**config.mk**
```make
export PLATFORM = sky130hd
export DESIGN_NAME = chimp_board_datapath
export DESIGN_NICKNAME = d
export VERILOG_FILES = /design/src/rtl/chimp_board_datapath.sv
export SDC_FILE = /design/constraint.sdc
export NUM_CORES = 1
export LEC_CHECK = 0
export BUFFER_PORTS_ARGS = -buffer_cell sky130_fd_sc_hd__buf_2
export CAP_MARGIN = 5
export CELL_PAD_IN_SITES_DETAIL_PLACEMENT = 2
export CELL_PAD_IN_SITES_GLOBAL_PLACEMENT = 2
export CORE_ASPECT_RATIO = 0.6
export CORE_MARGIN = 3
export CORE_UTILIZATION = 47
export CTS_BUF_LIST = sky130_fd_sc_hd__clkbuf_4
export CTS_CLUSTER_DIAMETER = 80
export DETAILED_ROUTE_END_ITERATION = 10
export PLACE_DENSITY_LB_ADDON = 0.1
export SETUP_SLACK_MARGIN = 0.02
export SYNTH_ARGS = -nofsm -noshare
export SYNTH_HDL_FRONTEND = slang
export SYNTH_SLANG_ARGS = --single-unit
```
**constraint.sdc**
```tcl
create_clock -name clk -period 4.8 [get_ports clk]
set_clock_uncertainty 0.15 [all_clocks]
set_input_delay 0.24 -clock clk [delete_from_list [all_inputs] [get_ports clk]]
set_output_delay 0.24 -clock clk [all_outputs]
set_load 0.1 [all_outputs]
```
**src/rtl/chimp_board_datapath.sv**
```systemverilog
// ----------------------------------------------------------------------------
// chimp_board_datapath
//   Board-side datapath for the chimp memory game. Holds a 32-cell board
//   (8 columns x 4 rows, index = row*8+col) of 5-bit tile numbers, places the
//   next number on a pseudo-random empty cell on each load pulse, turns player
//   selections into one-cycle press codes and offers a registered read port
//   for the renderer.
//
// Ports
//   clk        system clock
//   iResetn    asynchronous active-low reset
//   iClear     pulse: empty the board, restart numbering at 1
//   iLoad      pulse: place the next number on a random empty cell
//   iSelect    pulse: player pressed the cell at iCursor
//   iCursor    cell under the player cursor
//   iRdCell    renderer read address
//   oRdNum     board[iRdCell], one-cycle latency, 0 = empty
//   oPressNum  press code for the control FSM, 0 when idle
//   oLoadDone  one-cycle pulse in the cycle a placement is written
//   oLoadErr   pulse when iLoad arrives with 32 placements already made
//   oBusy      high while a placement is in progress
//   oHide      high after the first valid press; renderer masks numbers
// ----------------------------------------------------------------------------
module chimp_board_datapath #(
  parameter int unsigned CELLS     = 32,
  parameter logic [7:0]  LFSR_SEED = 8'hA5
) (
  input  logic       clk,
  input  logic       iResetn,
  input  logic       iClear,
  input  logic       iLoad,
  input  logic       iSelect,
  input  logic [4:0] iCursor,
  input  logic [4:0] iRdCell,
  output logic [4:0] oRdNum,
  output logic [5:0] oPressNum,
  output logic       oLoadDone,
  output logic       oLoadErr,
  output logic       oBusy,
  output logic       oHide
);

  typedef enum logic [1:0] {StIdle, StSeek, StPlace} state_e;

  state_e      r_state;
  state_e      w_state_d;
  logic [7:0]  r_lfsr;
  logic [4:0]  r_board [CELLS];
  logic [4:0]  r_probe;
  logic [5:0]  r_next;
  logic [5:0]  r_count;
  logic [5:0]  r_press;
  logic        r_hide;
  logic [4:0]  r_rd;

  logic        w_full;
  logic        w_probe_empty;
  logic        w_load_go;
  logic        w_place_wr;
  logic        w_sel_ok;

  assign w_full        = (r_count == 6'(CELLS));
  assign w_probe_empty = (r_board[r_probe] == 5'd0);
  assign w_load_go     = (r_state == StIdle) && !iClear && iLoad && !w_full;
  assign w_place_wr    = (r_state == StPlace) && !iClear;
  // Refusing a press while the previous code is still out keeps oPressNum
  // from ever being nonzero on two consecutive cycles.
  assign w_sel_ok      = (r_state == StIdle) && !iClear && !iLoad && iSelect &&
                         (r_board[iCursor] != 5'd0) && (r_press == 6'd0);

  // Free-running Fibonacci LFSR, taps 8,6,5,4; keeps running through iClear.
  always_ff @(posedge clk or negedge iResetn) begin
    if (!iResetn) begin
      r_lfsr <= LFSR_SEED;
    end else begin
      r_lfsr <= {r_lfsr[6:0], r_lfsr[7] ^ r_lfsr[5] ^ r_lfsr[4] ^ r_lfsr[3]};
    end
  end

  // FSM: state register
  always_ff @(posedge clk or negedge iResetn) begin
    if (!iResetn) begin
      r_state <= StIdle;
    end else begin
      r_state <= w_state_d;
    end
  end

  // FSM: next state
  always_comb begin
    w_state_d = r_state;
    if (iClear) begin
      w_state_d = StIdle;
    end else begin
      unique case (r_state)
        StIdle:  if (iLoad && !w_full) w_state_d = StSeek;
        StSeek:  if (w_probe_empty) w_state_d = StPlace;
        StPlace: w_state_d = StIdle;
        default: w_state_d = StIdle;
      endcase
    end
  end

  // FSM: outputs
  always_comb begin
    oBusy     = (r_state != StIdle);
    oLoadDone = (r_state == StPlace) && !iClear;
    oLoadErr  = (r_state == StIdle) && iLoad && w_full && !iClear;
    oPressNum = iClear ? 6'd0 : r_press;
  end

  assign oHide  = r_hide;
  assign oRdNum = r_rd;

  // Probe pointer: seeded from the LFSR, then walks forward (5-bit wrap).
  always_ff @(posedge clk or negedge iResetn) begin
    if (!iResetn) begin
      r_probe <= 5'd0;
    end else if (w_load_go) begin
      r_probe <= r_lfsr[4:0];
    end else if ((r_state == StSeek) && !w_probe_empty) begin
      r_probe <= r_probe + 5'd1;
    end
  end

  // Board storage
  always_ff @(posedge clk or negedge iResetn) begin
    if (!iResetn) begin
      for (int i = 0; i < CELLS; i++) r_board[i] <= 5'd0;
    end else if (iClear) begin
      for (int i = 0; i < CELLS; i++) r_board[i] <= 5'd0;
    end else if (w_place_wr) begin
      // A 32nd placement writes 0; the control FSM never asks for it.
      r_board[r_probe] <= r_next[4:0];
    end else if (w_sel_ok) begin
      r_board[iCursor] <= 5'd0;
    end
  end

  // Numbering and placement count
  always_ff @(posedge clk or negedge iResetn) begin
    if (!iResetn) begin
      r_next  <= 6'd1;
      r_count <= 6'd0;
    end else if (iClear) begin
      r_next  <= 6'd1;
      r_count <= 6'd0;
    end else if (w_place_wr) begin
      r_next  <= r_next + 6'd1;
      r_count <= r_count + 6'd1;
    end
  end

  // Press code and hide flag
  always_ff @(posedge clk or negedge iResetn) begin
    if (!iResetn) begin
      r_press <= 6'd0;
      r_hide  <= 1'b0;
    end else if (iClear) begin
      r_press <= 6'd0;
      r_hide  <= 1'b0;
    end else if (w_sel_ok) begin
      r_press <= {1'b0, r_board[iCursor]};
      r_hide  <= 1'b1;
    end else begin
      r_press <= 6'd0;
    end
  end

  // Renderer read port: samples the board as left by the previous edge.
  always_ff @(posedge clk or negedge iResetn) begin
    if (!iResetn) begin
      r_rd <= 5'd0;
    end else begin
      r_rd <= r_board[iRdCell];
    end
  end

endmodule

```
# Word level (Yosys, flattened, before mapping)

Index checks and enable logic that the tools add are counted.

Bits in registers: 199
Bits of input ports: 15
Output and inout port bits: 15
Word-level logic and storage cells: 122

Add/subtract/negate cells: 3
Magnitude comparators: 5
Equality and inequality tests: 5
Mux-type cells: 32
Bitwise operators: 8
Reduce and logical (&&, ||, !) cells: 29

Operator list:

| operator                                                              | count |
|---|---|
| 160-bit 2-to-1 mux                                                    | 3 |
| 160-bit bitwise AND                                                   | 1 |
| 160-bit bitwise mux                                                   | 1 |
| 160-bit NOT                                                           | 1 |
| 5-bit binary-select mux with 5-bit select                             | 3 |
| 5-bit 2-to-1 mux                                                      | 12 |
| 5-bit demux with 5-bit select                                         | 2 |
| 6-bit 2-to-1 mux                                                      | 5 |
| 6-bit greater-or-equal comparator (second input constant)             | 3 |
| 5-bit NOT with 6-bit output                                           | 3 |
| 1-bit logical AND                                                     | 15 |
| 6-bit by 1-bit adder with 6-bit output (second input constant)        | 2 |
| 6-bit by 1-bit < comparator with 1-bit output (second input constant) | 2 |
| 2-bit nonzero test                                                    | 4 |
| 6-bit equality test (second input constant)                           | 1 |
| 6-bit logical NOT                                                     | 1 |
| 2-bit 2-to-1 mux                                                      | 3 |
| 5-bit by 1-bit adder with 5-bit output (second input constant)        | 1 |
| 5-bit logical NOT                                                     | 1 |
| 5-bit nonzero test                                                    | 1 |
| 1-bit logical NOT                                                     | 4 |
| 2-bit one-hot mux with 2 select lines                                 | 1 |
| 3-bit by 2-bit != test with 1-bit output (second input constant)      | 1 |
| 3-bit != test (second input constant)                                 | 1 |
| other kinds (7)                                                       | 10 |

# Longest topological paths before layout

Gate-level depths: netlist of the first run.

Depth after elaboration: 10
Mapped depth: 11
Gate-level depth less buffers: 7

# Worst setup path before layout of the first run

No wires, ideal clock.

Path type: register to register
Start: register r_state[0]
End: register r_board[40] in the netlist's numbering
Setup time: 122 ps
Data arrival time: 2341 ps
Path slack: 2188 ps
Stages on the path, launching flop included: 8
Buffers on the path: 0
Path through: dfrtp_1 or2_2 nor2_1 nand3_1 inv_1 o31ai_4 or4_4 a32o_1

Word-level cells in the longest chain between the ends: 7
Elaborated cells between the ends (all ways): 11
Classes of those cells: 1 x eq/ne; 2 x mux; 8 x reduce/logical

RTL lines:

| element                         | line | text |
|---|---|---|
| start: declaration              | 45   | `state_e r_state;` |
| start signal: assignment        | 83   | `r_state <= StIdle;` |
| start signal: assignment        | 85   | `r_state <= w_state_d;` |
| 2-bit logical NOT               | 68   | `assign w_sel_ok = (r_state == StIdle) && !iClear && !iLoad && iSelect &&` |
| 1-bit logical AND (4 in series) | 68   |  |
| 1-bit logical AND               | 69   | `(r_board[iCursor] != 5'd0) && (r_press == 6'd0);` |
| 3-bit nonzero test (no line)    | --   |  |
| end signal: indexed assignment  | 134  | `r_board[r_probe] <= r_next[4:0];` |
| end: declaration                | 48   | `logic [4:0] r_board [CELLS];` |

Several ways; a longest one is shown, not always the timed one.
A chain may end at the register's enable or synchronous reset.

# Worst setup path after layout of the first run

Start: register r_probe[1]
End: register r_board[66] in the netlist's numbering

Word-level cells in the longest chain between the ends: 8
Elaborated cells between the ends (all ways): 9
Classes of those cells: 2 x order compare; 5 x mux; 1 x bitwise; 1 x reduce/logical

RTL lines:

| element                                                                                                                  | line | text |
|---|---|---|
| start: declaration                                                                                                       | 49   | `logic [4:0] r_probe;` |
| start signal: assignment                                                                                                 | 120  | `r_probe <= r_lfsr[4:0];` |
| start signal: assignment                                                                                                 | 122  | `r_probe <= r_probe + 5'd1;` |
| 5-bit NOT with 6-bit output (implied by the code) (*)                                                                    | 134  |  |
| 6-bit greater-or-equal comparator (implied by the code) or 6-bit by 1-bit < comparator with 1-bit output (tied branches) | 134  |  |
| 1-bit logical AND (implied by the code)                                                                                  | 134  |  |
| 5-bit 2-to-1 mux (implied by the code)                                                                                   | 134  |  |
| 5-bit demux with 5-bit select (*)                                                                                        | 134  |  |
| 160-bit bitwise mux (*)                                                                                                  | 134  |  |
| 160-bit 2-to-1 mux (*)                                                                                                   | 132  | `end else if (w_place_wr) begin` |
| 160-bit 2-to-1 mux (*)                                                                                                   | 130  | `end else if (iClear) begin` |

Every way passes the cells marked *; elsewhere a longest branch is shown, timed or not.

==> results.md, run 1 <==
- Run status: finished with violations
- Failing checks: hold timing
- RSZ-0062 raised after global routing: false
- Distinct cells, synth: 63
- Max stage delay on crit path: 0.99 ns
- Worst r2r src: r_probe[1]$_DFFE_PN0P_
- Share of cells above drive strength 1: 0.168
- Final min period: approximately 3.7 ns
- Top FF cell, synth: dfrtp_1
- Syn Inst Count: roughly 1100
- Row cnt: 43
- Area grow syn2layout: 6.33%
- Asr flop ratio synth: 1.00
- Vias in the first global route: roughly 11000
- # Post-CTS Setup Buffers: 0
- Gr ovfl total: 0
- Via total after detailed routing: around 11000
- Hold crit path type: in -> async
- Yosys reg bits: 197
- Die area: 0.0266 mm^2
- Critical path data arrival time: 4.09 ns
- Post_cts resized: 0
- Slew @ Worst Pin: ~1.4 ns
- Post-Syn Nets: between 1000 and 1500
- Setup TNS: 0 ns
- Share of the synthesized area in the top cell type: 0.415
- Clock transition at path regs: ~0.19 ns
- Sequential area share after synthesis: 0.426
- Area leader, netlist: dfrtp_1
- Largest net degree at the start of global routing: between 100 and 150
- Final WL: roughly 53000 um
- Crit-path max FO: 13
- Number of max-cap violations: 0
- Sink Count: around 200
- CTS root buf: clkbuf_4
- Design Power: 3.87 mW
- Initial antenna violation count: 4
- Lkg Pwr: just under 5 nW
- Vias per cell: about 7.6
- Post-synth EDFFs: 0
- Initial Util: 0.490
- Capture point of the worst reg-to-reg path: r_board[66]$_DFFE_PN0P_
- Die height: roughly 130 um
- Final setup viols: 0
- CP cell instances: buf_4 > ha_1 > nor2b_1 > a31oi_1 > nand2_1 > o22ai_1
- Final hold slack: -0.00171 ns
- DR iter-0 viols: 1510
- Top cells by area, synth: dfrtp_1 (41%), mux4_2 (9.7%), o22ai_1 (9.7%)
- Ys Warns: 0
- Syn Area/Cell: between 10 and 15 um^2
- Post-Syn Area: around 0.012 mm^2
- Max-slew violation count: 0
- Final cell count without fillers: roughly 1500
- # IOs: 30
- TritonCTS Buffers: 17
- Core ar.: ~0.024 mm^2
- R2r worst-path depth: 6
- Pwr dens: ~310 mW/mm^2
- Pre-antenna DRT Iters: 6
- Critical path's slowest cell: nor2b_1
- WL/cell: roughly 37 um
- IO Port Bufs: 28
- H-tree depth reported by CTS: 4
- Worst reg2reg setup slack: around 1.1 ns
- First-pass GRT wire length: between 70000 and 80000 um
- Fmax: 271 MHz
- Crit end category: flip-flop
- CP required: about 5.2 ns
- Total GRT Usage: 0.405
- Final Cycle Share: 0.770
- Final HPWL DP: around 37000 um
- Crit Path Category: reg -> reg
- CP startpoint kind: flip-flop
- Slew headroom: 0.0690
- Hold Buf Count CTS: 6
- Placed insts: ~1400
- DRC: 0
- Detail Route Antenna Nets: 0
- VDD IR-drop max: roughly 0.21 mV
- Final Util: 0.521
- Worst skew pair latency: 0.70 ns
- Die Width: between 200 and 250 um
- Clock Path Buffers: 2
- Final GP Congestion: about 0.99
- Final nets: 1142
- Final Hold Vio Count: 3
- CTS tree: built
cells by family after synthesis:
| group | count (synthesis) | synth area share |
|---|---|---|
| compound gates | 275 | 0.161 |
| xor+xnor | 13 | 0.00982 |
| other cells | 1 | 0.000324 |
| flops | 197 | 0.426 |
| simple gates | 404 | 0.188 |
| fa+ha+maj | 7 | 0.00756 |
| buf+inv | 91 | 0.0337 |
| mux | 138 | 0.174 |
layout by cell type, fill, tap and decap left out, types with 11 or more instances in the layout:
| master | count |
|---|---|
| buf_4 | 16 |
| nor2_1 | 58 |
| nor3_1 | 19 |
| mux2i_1 | 83 |
| nand3_1 | 22 |
| buf_2 | 26 |
| nand2_1 | 175 |
| a32o_1 | 25 |
| nor4_2 | 19 |
| a31oi_1 | 22 |
| nor2b_1 | 14 |
| inv_1 | 13 |
| a21oi_1 | 15 |
| dfrtp_1 | 192 |
| clkbuf_4 | 18 |
| nor3_2 | 11 |
| nor4_1 | 21 |
| o22ai_1 | 179 |
| mux4_2 | 50 |
cell type report:
class / count / area, um^2
timing repair buffer: 51 / 364
antenna: 3 / 7.51
fill: 2417 / 11300
multi-input combinational: 838 / 6280
clock buffer: 18 / 135
inverter: 15 / 56.3
sequential: 197 / 4940
tap: 315 / 394
clock inverter: 14 / 151
registers in the layout, indices dropped and copies added, names as in the netlist:
| signal | count |
|---|---|
| r_lfsr | 8 |
| r_count | 6 |
| r_probe | 5 |
| r_state | 2 |
| oRdNum | 5 |
| r_press | 5 |
| oHide | 1 |
| r_board | 160 |
| r_next | 5 |
critical path: cells and delay by family (launching register included):
kind            cells  cell delay, ns
simple gates        2            1.21
flops               1            0.68
fa+ha+maj           1            0.59
compound gates      2            0.55
buf+inv             1            0.34
power breakdown:
group          total (mW)  internal (mW)  leakage, nW  switching [mW]
Combinational        1.11          0.275         2.01           0.833
Clock               0.986          0.322        0.149           0.664
Sequential           1.78           1.69         2.73          0.0846
cells in the mapped netlist, types with 13 or more instances:
cell	number
dfrtp_1	192
nand2_1	180
o22ai_1	179
mux2i_1	83
nor2_1	58
mux4_2	50
clkbuf_1	36
a32o_1	25
a31oi_1	22
nand3_1	22
buf_2	21
nor4_1	21
nor3_1	19
nor4_2	19
a21oi_1	15
buf_1	15
nor2b_1	15
inv_1	13
per-stage QoR:
stage | hold slack [ns] | setup WS, ns | area, um^2
global route | 0.0345 | 1.14 | 12300
floorplan | -0.206 | 2.19 | 11600
detailed placement | 0.210 | 0.976 | 12000
global placement | 0.201 | 1.09 | 12000
finish | -0.00171 | 1.10 | 12300
CTS | 0.00403 | 1.38 | 12300
per-layer routing:
metal  track usage  vias to the layer above  part of all wire
met4         0.152                        6             0.037
met5        0.0218                        -            0.0020
li1              -                     4379                 -
met2         0.562                      788              0.41
met3         0.165                      136              0.14
met1         0.565                     5770              0.42
worst max path at each step:
| stage | start | endpoint | depth (start not counted) |
|---|---|---|---|
| finish | r_probe[1]$_DFFE_PN0P_ | r_board[66]$_DFFE_PN0P_ | 6 |
| global route | r_probe[1]$_DFFE_PN0P_ | r_board[37]$_DFFE_PN0P_ | 6 |
| CTS | r_board[105]$_DFFE_PN0P_ | r_probe[4]$_DFFE_PN0P_ | 6 |
| detailed placement | iCursor[1] | r_board[53]$_DFFE_PN0P_ | 10 |
| global placement | iCursor[1] | r_board[83]$_DFFE_PN0P_ | 10 |
| floorplan | r_state[0]$_DFFE_PN0P_ | r_board[40]$_DFFE_PN0P_ | 7 |
Note: power is estimated with default switching activity, not from simulation.
==> run 2, diff against run 1 <==
--- a/config.mk
+++ b/config.mk
@@ -5,13 +5,14 @@
 export SDC_FILE = /design/constraint.sdc
 export NUM_CORES = 1
 export LEC_CHECK = 0
+export ABC_AREA = 1
 export BUFFER_PORTS_ARGS = -buffer_cell sky130_fd_sc_hd__buf_2
 export CAP_MARGIN = 5
 export CELL_PAD_IN_SITES_DETAIL_PLACEMENT = 2
 export CELL_PAD_IN_SITES_GLOBAL_PLACEMENT = 2
 export CORE_ASPECT_RATIO = 0.6
 export CORE_MARGIN = 3
-export CORE_UTILIZATION = 47
+export CORE_UTILIZATION = 33
 export CTS_BUF_LIST = sky130_fd_sc_hd__clkbuf_4
 export CTS_CLUSTER_DIAMETER = 80
 export DETAILED_ROUTE_END_ITERATION = 10
==> constraint.sdc (replaced) <==
create_clock -name clk -period 3.4 [get_ports clk]
set_clock_uncertainty 0.15 [all_clocks]
set_input_delay 0.17 -clock clk [delete_from_list [all_inputs] [get_ports clk]]
set_output_delay 0.17 -clock clk [all_outputs]
set_load 0.1 [all_outputs]
==> run 2 against run 1 <==
Net effect:
- the run now ends clean
- setup slack worse by 0.93 ns
- flip-flop and latch count stayed put
- largest power group unchanged
- combinational power up 100%
- synthesized cell count rose by 96%
- final area rose by 28%
==> results.md, run 2 <==
- Distinct cells, synth: 36 (was 63)
- CP required: 3.89 ns (was 5.20 ns)
- Crit-path max FO: 9 (was 13)
- Final WL: 75700 um (was 53200 um)
- Number of max-cap violations: 0 (unchanged)
- Sequential area share after synthesis: 0.343 (was 0.426)
- First-pass GRT wire length: 113000 um (was 78700 um)
- Die Width: 276 um (was 209 um)
- WL/cell: 27.0 um (was 36.7 um)
- Final GP Congestion: 0.921 (was 0.989)
- Combinational family with the most area after synthesis: simple AND/OR/NAND/NOR gates (unchanged)
- Pwr dens: 386 mW/mm^2 (was 314 mW/mm^2)
- Top cells by area, synth: dfrtp_1 (33%), nand2_1 (21%), o32ai_1 (7.4%) (was dfrtp_1 (41%), mux4_2 (9.7%), o22ai_1 (9.7%))
- Compound-Gate Fraction of Synth Area: 0.201 (was 0.161)
- Simple-gate share of the synthesized area: 0.355 (was 0.188)
- Share of the synthesized area in the top cell type: 0.334 (was 0.415)
- Vias in the first global route: 17300 (was 11400)
- Top FF cell, synth: dfrtp_1 (unchanged)
- Asr flop ratio synth: 1.00 (unchanged)
- Clock transition at path regs: 0.19 ns (about the same)
- Pre-antenna DRT Iters: 5 (was 6)
- DR iter-0 viols: 1898 (was 1510)
- Biggest regs: r_board (160), r_lfsr (8), r_count (6) (unchanged)
- DRC: 0 (unchanged)
- Crit Path Category: reg -> reg (unchanged)
- CTS tree: built (unchanged)
- Post-Syn Area: 0.0144 mm^2 (was 0.0116 mm^2)
- Core ar.: 0.0425 mm^2 (was 0.0237 mm^2)
- Critical path data arrival time: 3.71 ns (was 4.09 ns)
- Die area: 0.0462 mm^2 (was 0.0266 mm^2)
- Initial Util: 0.339 (was 0.490)
- Yosys reg bits: 197 (unchanged)
- Cell with the most instances after synthesis: nand2_1 (was dfrtp_1)
- CP startpoint kind: flip-flop (unchanged)
- Run status: completed (was finished with violations)
- # IOs: 30 (unchanged)
- Total GRT Usage: 0.327 (was 0.405)
- Syn Area/Cell: 6.51 um^2 (was 10.3 um^2)
- Max FFs per register: 160 (unchanged)
- Most frequent cells in the layout: nand2_1 (817), nand3_1 (208), dfrtp_1 (192), inv_1 (188), o21ai_0 (165) (was dfrtp_1 (192), o22ai_1 (179), nand2_1 (175), mux2i_1 (83), nor2_1 (58))
- IO Port Bufs: 28 (unchanged)
- Final min period: 3.22 ns (was 3.70 ns)
- Syn Inst Count: 2211 (was 1126)
- Ys Warns: 0 (unchanged)
- Final Cycle Share: 0.948 (was 0.770)
- Largest net degree at the start of global routing: 126 (was 102)
- CTS root buf: clkbuf_4 (unchanged)
- Row cnt: 58 (was 43)
- Via total after detailed routing: 16800 (was 11100)
- Vias per cell: 5.99 (was 7.64)
- Top cells by count, synth: nand2_1 (817), nand3_1 (208), dfrtp_1 (192) (was dfrtp_1 (192), nand2_1 (180), o22ai_1 (179))
- Lkg Pwr: 7.27 nW (was 4.88 nW)
- Area leader, netlist: dfrtp_1 (unchanged)
- Worst skew pair latency: 0.70 ns (about the same)
- XOR/XNOR share of the synthesized area: 0.00365 (was 0.00982)
- Gr ovfl total: 0 (unchanged)
- Clock Path Buffers: 2 (unchanged)
- Final nets: 2241 (was 1142)
- Commonest non-fill, non-tap cell in the layout: nand2_1 (was dfrtp_1)
- H-tree depth reported by CTS: 4 (unchanged)
- Final HPWL DP: 53800 um (was 37100 um)
- Sink Count: 197 (unchanged)
- Max-slew violation count: 0 (unchanged)
- RSZ-0062 raised after global routing: false (unchanged)
- Synth Area in Adders: 0.00609 (was 0.00756)
- Fmax: 310 MHz (was 271 MHz)
- Final Hold Vio Count: 0 (was 3)
- Slew @ Worst Pin: 0.903 ns (was 1.39 ns)
- Post-synth EDFFs: 0 (unchanged)
- Die height: 168 um (was 128 um)
- Area grow syn2layout: 9.95% (was 6.33%)
- VDD IR-drop max: 0.209 mV (was 0.211 mV)
- Initial antenna violation count: 4 (unchanged)
- Post-Syn Nets: 2233 (was 1148)
- Share of cells above drive strength 1: 0.0789 (was 0.168)
- Largest reg by FF count: r_board (unchanged)
- TritonCTS Buffers: 17 (unchanged)
- Design Power: 6.10 mW (was 3.87 mW)
- Final setup viols: 0 (unchanged)
- Slew headroom: 0.398 (was 0.0690)
- Post-synthesis mux area share: 0.00235 (was 0.174)
- Setup TNS: 0 ns (unchanged)
- Hold crit path type: in -> reg (was in -> async)
- Crit end category: flip-flop (unchanged)
- Detail Route Antenna Nets: 0 (unchanged)
[run 2: timing repair]
| item | 4_1_cts | 5_1_grt |
|---|---|---|
| hold buffers | 11 | 0 |
| resized for setup | 0 | 3 |
| setup endpoints to repair | 0 | 35 |
| endpoints found under the hold margin | 209 | 0 |
| buffers inserted | 0 | 1 |
[run 2: worst paths after layout]
| path | from | endpoint | slack [ns] | cells past startpoint |
|---|---|---|---|---|
| hold reg to reg | r_lfsr[6]$_DFF_PN0_ | r_lfsr[7]$_DFF_PN1_ | 0.24 | 0 |
| min in group asynchronous | iResetn | r_board[32]$_DFFE_PN0P_ | 0.50 | 4 |
| hold / removal | iCursor[2] | r_press[1]$_DFF_PN0_ | 0.11 | 7 |
| max in group asynchronous | iResetn | r_board[140]$_DFFE_PN0P_ | 2.18 | 4 |
| setup / recovery | r_probe[1]$_DFFE_PN0P_ | r_probe[1]$_DFFE_PN0P_ | 0.18 | 15 |
| setup reg to reg | r_probe[1]$_DFFE_PN0P_ | r_probe[1]$_DFFE_PN0P_ | 0.18 | 15 |
[run 2: logic make-up (layout without fill, tap and decap cells)]
| kind of cell | Yosys count | in the layout |
|---|---|---|
| AO/OA/AOI/OAI | 456 | 456 |
| flip-flops | 197 | 197 |
| other | 1 | 4 |
| AND/OR/NAND/NOR | 1223 | 1224 |
| adder cells (fa/ha/maj) | 7 | 7 |
| XOR/XNOR | 6 | 6 |
| multiplexers | 3 | 3 |
| buffers and inverters | 318 | 338 |
[run 2: routing by layer]
| layer | part of all wire | global-route usage |
|---|---|---|
| met1 | 0.48 | 0.492 |
| met3 | 0.087 | 0.0702 |
| met5 | 0.00017 | 0 |
| met2 | 0.41 | 0.468 |
| met4 | 0.025 | 0.0901 |
[run 2: critical path, stage by stage, from the launching register on]
cell	delay [ns]
dfrtp_1	0.74
inv_1	0.47
buf_4	0.29
a21oi_1	0.13
nand2_1	0.08
nand2_1	0.06
nor2_1	0.04
nand2_1	0.21
nand3_1	0.10
nand2_1	0.12
inv_1	0.05
nand2_1	0.12
nand2_1	0.18
nand2_1	0.25
nand2_1	0.11
nand2_1	0.07
[run 2: final cells by class]
cell class	count	area [um^2]
Timing Repair Buffer	115	970
Fill cell	5168	26600
Antenna cell	3	7.51
Clock buffer	19	143
Sequential cell	197	4940
Tap cell	570	713
Inverter	191	719
Clock inverter	13	118
Multi-Input combinational cell	1697	8210
[run 2: report_power, final]
part / switching [mW] / total [mW] / internal [mW]
clock: 1.05 / 1.38 / 0.333
combinational: 1.72 / 2.27 / 0.548
sequential: 0.0678 / 2.45 / 2.39
[run 2: through the flow]
stage               utilization  instance area [um^2]  setup WS [ns]  hold slack (ns)  cells
detailed placement        0.363                 15400          0.351           0.0987   2757
global route              0.373                 15800         0.0688            0.106   2804
global placement          0.363                 15400          0.429           0.0892   2757
floorplan                     -                 14400          0.301           -0.276   2211
CTS                       0.372                 15800          0.167           0.0408   2800
finish                    0.373                 15800          0.176            0.109   2805
